[config.mk]
export PLATFORM = sky130hd
export DESIGN_NAME = nibble_serial_adder
export DESIGN_NICKNAME = d
export VERILOG_FILES = /design/src/rtl/nibble_serial_adder.sv
export SDC_FILE = /design/constraint.sdc
export NUM_CORES = 1
export LEC_CHECK = 0
export CAP_MARGIN = 10
export CORE_MARGIN = 4
export CORE_UTILIZATION = 50
export CTS_CLUSTER_SIZE = 16
export DETAILED_ROUTE_END_ITERATION = 10
export PLACE_DENSITY = 0.8
export SYNTH_ARGS = -nofsm -noshare
export SYNTH_HDL_FRONTEND = slang
export SYNTH_SLANG_ARGS = --single-unit
[constraint.sdc]
create_clock -name clk -period 9.3 [get_ports clk]
set_clock_uncertainty 0.2 [all_clocks]
set_input_delay 1.86 -clock clk [delete_from_list [all_inputs] [get_ports clk]]
set_output_delay 1.86 -clock clk [all_outputs]
set_load 0.1 [all_outputs]
[src/rtl/nibble_serial_adder.sv]
// Digit-serial WIDTH-bit adder: one DIGIT_W-bit ripple slice per clock,
// carry chained between slices through a register, valid/ready on both sides.
module nibble_serial_adder #(
   parameter int WIDTH   = 16,
   parameter int DIGIT_W = 4
) (
   input  logic             clk,
   input  logic             rst_n,
   input  logic             in_valid,
   output logic             in_ready,
   input  logic [WIDTH-1:0] a,
   input  logic [WIDTH-1:0] b,
   input  logic             cin,
   output logic             out_valid,
   input  logic             out_ready,
   output logic [WIDTH-1:0] sum,
   output logic             cout,
   output logic             ovf,
   output logic             busy
);

   localparam int N  = WIDTH / DIGIT_W;
   localparam int IW = (N > 1) ? $clog2(N) : 1;
   localparam logic [IW-1:0] LAST = IW'(N - 1);

   typedef enum logic [1:0] {
      IDLE,
      RUN,
      DONE
   } state_t;

   state_t           state_q, state_d;
   logic [IW-1:0]    idx_q, idx_d;
   logic             carry_q, carry_d;
   logic [WIDTH-1:0] a_q, a_d;
   logic [WIDTH-1:0] b_q, b_d;
   logic [WIDTH-1:0] sum_q, sum_d;
   logic             cout_q, cout_d;
   logic             ovf_q, ovf_d;

   int                 sh;
   logic [WIDTH-1:0]   a_sh, b_sh;
   logic [DIGIT_W-1:0] a_dig, b_dig, s_dig;
   logic [DIGIT_W:0]   c_chain;
   logic [WIDTH-1:0]   dmask;

   // One DIGIT_W-bit ripple-carry slice, selected by idx
   always_comb begin
      sh    = int'(idx_q) * DIGIT_W;
      a_sh  = a_q >> sh;
      b_sh  = b_q >> sh;
      a_dig = a_sh[DIGIT_W-1:0];
      b_dig = b_sh[DIGIT_W-1:0];
      s_dig = '0;
      c_chain    = '0;
      c_chain[0] = carry_q;
      for (int i = 0; i < DIGIT_W; i++) begin
         s_dig[i]     = a_dig[i] ^ b_dig[i] ^ c_chain[i];
         c_chain[i+1] = (a_dig[i] & b_dig[i])
                      | (c_chain[i] & (a_dig[i] ^ b_dig[i]));
      end
      dmask = WIDTH'({DIGIT_W{1'b1}}) << sh;
   end

   always_comb begin
      state_d = state_q;
      idx_d   = idx_q;
      carry_d = carry_q;
      a_d     = a_q;
      b_d     = b_q;
      sum_d   = sum_q;
      cout_d  = cout_q;
      ovf_d   = ovf_q;
      unique case (state_q)
         IDLE: begin
            if (in_valid) begin
               a_d     = a;
               b_d     = b;
               carry_d = cin;
               idx_d   = '0;
               state_d = RUN;
            end
         end
         RUN: begin
            sum_d   = (sum_q & ~dmask) | (WIDTH'(s_dig) << sh);
            carry_d = c_chain[DIGIT_W];
            idx_d   = idx_q + 1'b1;
            if (idx_q == LAST) begin
               cout_d  = c_chain[DIGIT_W];
               // top slice's carry into its MSB is the carry into bit WIDTH-1
               ovf_d   = c_chain[DIGIT_W] ^ c_chain[DIGIT_W-1];
               idx_d   = '0;
               state_d = DONE;
            end
         end
         DONE: begin
            if (out_ready) state_d = IDLE;
         end
         default: state_d = IDLE;
      endcase
   end

   always_ff @(posedge clk or negedge rst_n) begin
      if (!rst_n) begin
         state_q <= IDLE;
         idx_q   <= '0;
         carry_q <= 1'b0;
         a_q     <= '0;
         b_q     <= '0;
         sum_q   <= '0;
         cout_q  <= 1'b0;
         ovf_q   <= 1'b0;
      end else begin
         state_q <= state_d;
         idx_q   <= idx_d;
         carry_q <= carry_d;
         a_q     <= a_d;
         b_q     <= b_d;
         sum_q   <= sum_d;
         cout_q  <= cout_d;
         ovf_q   <= ovf_d;
      end
   end

   assign in_ready  = (state_q == IDLE);
   assign out_valid = (state_q == DONE);
   assign busy      = (state_q != IDLE);
   assign sum       = sum_q;
   assign cout      = cout_q;
   assign ovf       = ovf_q;

endmodule

======== Yosys cells after proc, flatten, opt, wreduce, memory -nomap -nowiden ========
Cells that the tools add are included.
storage, ports and cells
  ROM bits ................................ 0
  register bits after elaboration ......... 55
  output and inout port bits .............. 21
  RAM bits ................................ 0
  word-level logic and storage cells ...... 59
  latch bits .............................. 0
  memories ................................ 0
  input bits .............................. 37
cells by class
  multiplexer cells ....................... 9
  reductions and logical operators ........ 7
  eq/ne operators ......................... 6
  shift-type cells ........................ 4
  bitwise gates (word level) .............. 24
  order comparisons ....................... 0
  multipliers ............................. 0
  $add $sub $neg .......................... 1
  div/mod/pow operators ................... 0
operator list
  cell                                                   number
  right shift 16 x 4 -> 4 bit                            2
  AND 16 bit                                             1
  NOT 16 bit                                             1
  OR 16 bit                                              1
  left shift 4 x 4 -> 16 bit                             1
  left shift 4 x 4 -> 16 bit, first input constant       1
  2-to-1 mux 2 bit                                       5
  bitwise XOR 1 bit                                      9
  AND 1 bit                                              8
  case mux 2 bit (3 select lines)                        1
  AND reduction 2 bit                                    3
  == test 2 bit, second input constant                   2
  inequality test 2 bit, second input constant           2
  OR 1 bit                                               4
  case mux 2 bit (2 select lines)                        1
  nonzero test 2 bit                                     2
  AND reduction 3 bit                                    1
  adder 2 x 1 -> 2 bit, second input constant            1
  == test 2 x 1 -> 1 bit, second input constant          1
  zero test 2 bit                                        1
  inequality test 2 x 1 -> 1 bit, second input constant  1
  case mux 1 bit (2 select lines)                        1
  2-to-1 mux 1 bit                                       1

======== Depth between registers and ports, before layout ========
  depth after elaboration ................. 11
  depth in mapped cells ................... 10

======== Worst setup path before layout ========
Ideal clock, no wire load.
  kind .................................... register -> output
  start ................................... register state_q[1]
  end ..................................... output in_ready
  data required time ...................... 7.240 ns
  cell stages (with the launch flop) ...... 4
  arrival ................................. 1.970 ns
  path slack .............................. 5.270 ns
  path through ............................ dfrtp_1 buf_2 or2_1 inv_1
between the ends
  word-level cells in the longest chain between the ends .. 1
RTL lines
  what                      line  source
  start: declaration        32    state_t state_q, state_d;
  start signal: assignment  114   state_q <= state_d;
  zero test 2 bit           125   assign in_ready = (state_q == IDLE);
  end: declaration          10    output logic in_ready,
Every way passes these cells.

======== Worst setup path after layout ========
  start ................................... register state_q[0]
  end ..................................... output in_ready
The elaborated chain is that of the path after synthesis.

==> flow_summary.yaml <==
sta:
  worst_slew_margin_rel_pct: 33.88
  timing.final.crit_share_pct: 47.50
  period_minus_slack_ps: 4418
  tightest_slew_ps: 988.8
  rsz0062_at_grt: "no"
  setup_viol_count_final: 0
  setup_tns_ps: 0
  slew_violations: 0
  clock.fmax_mhz: 226.3
  hold_viol_final: 0
route:
  routed_wl_mm: 4.881
  postRouteAntennaNets: 0
  drt_pass1_iterations: 4
  routedWlPerCell_um: 16.89
  drc_errors: 0
  via_count: 1566
  drt_iter0_markers: 110
  drt-vias-per-instance: 5.419
yosys:
  syn_area_mm2: 0.002517
  ys_async_sr_fraction_pct: 100.0
  synth_common_cells: "dfrtp_1 (55), mux2_2 (32), inv_1 (12)"
  synth.distinct_cells: 27
  synthMostInstantiatedCell: "dfrtp_1"
  synth_top_family_by_area: "multiplexers"
  netlist.area_leader.share_pct: 54.67
  synthCells: 166
  ys_warn_count: 0
  synth-xor-area-share_pct: 0.3479
  synth.avg_cell_area_um2: 15.17
  syn_nets: 211
  synth_area_leaders: "dfrtp_1 (55%), mux2_2 (14%), mux4_2 (7.2%)"
  ys_seq_area_share_pct: 54.67
  synthFlopType: "dfrtp_1"
  synth-compound-area-share_pct: 7.803
  yosysTopAreaCell: "dfrtp_1"
  synthMuxAreaShare_pct: 22.37
  synthSimpleGateAreaFrac_pct: 5.020
  synth_edf_count: 0
  synth_seq_cells: 55
  synth_fa_ha_area_share_pct: 5.169
cells_and_area:
  fin_nets: 268
  n_antenna_cell: 0
  synthToLayoutAreaGrowth_pct: 26.94
  drive_gt1_share_pct: 22.52
setup_path:
  cp.depth: 3
  startpoint_type: "flip-flop"
  endpoint_kind: "output port"
  arrival_ps: 2360
  crit_buf_inv: 2
  crit_type: "flip-flop to output port"
  worstPathRequired_ps: 7240
  cpMaxStageDelayCell: "clkdlybuf4s50_1"
  ff2ff_path_depth: 9
  cp_max_fo: 12
  path_cells: "or2_1 -> inv_1 -> clkdlybuf4s50_1"
  cp_top_family: "buffers and inverters"
  cpPeakStageDelay_ps: 1140
clocking:
  cts_resized: 0
  cts_root_buffer: "clkbuf_8"
  clk_path_buf_depth: 2
  ctsHoldBuffers: 0
  cts_tree: "built"
  clk_latency_ps: 300
  clk_pin_slew_ps: 80
  clock-sinks: 55
  cts-buffers-inserted: 5
  cts_setup_buffers: 0
  htreeDepth: 2
place:
  port-buffer-count: 57
  place_congestion: 0.8092
  dp_hpwl_mm: 3.618
global_routing:
  grt_use_total_pct: 17.34
  grt_max_degree: 56
  antenna_found_initial: 0
  grt_pass1_vias: 1735
  grt_overflow_total: 0
  grt_first_pass_wirelength_mm: 8.445
status:
  outcome: "finished clean"
floorplan:
  io_pins: 58
  die_w_um: 78.96
  start_util_pct: 52.60
  num_rows: 25
  dieArea_mm2: 0.006234
  coreArea_mm2: 0.004786
  chipHeight_um: 78.96
hold_path:
  min_path_cells: 1
  worstHoldPathType: "flip-flop to flip-flop"
run:
  cap_violations: 0
## layer usage
layer / routed length (µm) / global-route usage, % / up-vias
met5: 0 / 0 / -
met4: 19 / 4.124 / 0
met3: 308 / 3.968 / 2
met2: 2569 / 30.05 / 55
met1: 1984 / 22.22 / 793
li1: - / - / 716
## final timing paths
| kind | slack [ps] | start | to |
|---|---|---|---|
| max | 4880 | state_q[0]$_DFFE_PN0P_ | in_ready |
| min | 290 | a_q[6]$_DFFE_PN0P_ | a_q[6]$_DFFE_PN0P_ |
| max reg2reg | 5760 | idx_q[0]$_DFFE_PN0P_ | ovf$_DFFE_PN0P_ |
| min reg2reg | 290 | a_q[6]$_DFFE_PN0P_ | a_q[6]$_DFFE_PN0P_ |
| max in group asynchronous | 7130 | rst_n | a_q[11]$_DFFE_PN0P_ |
| min in group asynchronous | 1250 | rst_n | ovf$_DFFE_PN0P_ |
## flip-flops by register name, indices dropped and copies added, names as in the netlist
name and count:
state_q 2, sum 16, idx_q 2, cout 1, ovf 1, a_q 16
carry_q 1, b_q 16
## cell type report
type / count / area [µm²]
multi-input combinational: 90 / 1025
timing repair buffer: 59 / 593.1
clock buffer: 6 / 72.57
fill: 357 / 1590
sequential: 55 / 1376
tap: 67 / 83.83
inverter: 12 / 45.04
## placed cells by master (no fill, tap or decap), types with 5 or more instances in the layout
| cell type | count |
|---|---|
| dfrtp_1 | 55 |
| clkdlybuf4s50_1 | 56 |
| mux2_2 | 32 |
| a22o_1 | 9 |
| mux4_2 | 8 |
| clkbuf_8 | 5 |
| inv_1 | 12 |
| a32o_1 | 8 |
## worst reg2reg max path: cells and delay by family, from the launching register on
kind	cells	cell delay, ps
xor gates and xnor gates	1	170
DFF	1	850
buffers and inverters	2	140
muxes	2	860
adders and majority gates	4	1220
## cell families (layout without fill, tap and decap cells)
group	after synthesis	in the layout
fa+ha+maj	8	8
simple gates	17	17
compound gates	22	22
xor+xnor	1	1
buf+inv	21	77
mux	42	42
flops	55	55
## per-stage QoR
step	util, %	hold WS [ps]	setup WS, ps	instance area [µm²]	std cells
3_3_place_gp	64.84	265.1	5253	3103	282
5_1_grt	66.77	317.1	4789	3196	289
4_1_cts	66.35	294.0	4870	3176	288
6_report	66.77	288.6	4882	3196	289
3_5_place_dp	64.84	274.3	5209	3103	282
2_1_floorplan	-	252.4	5270	2517	166
Power is left out: the tool's default activity adds up to more than one toggle a clock period on the data nets, which glitch-free logic cannot reach.
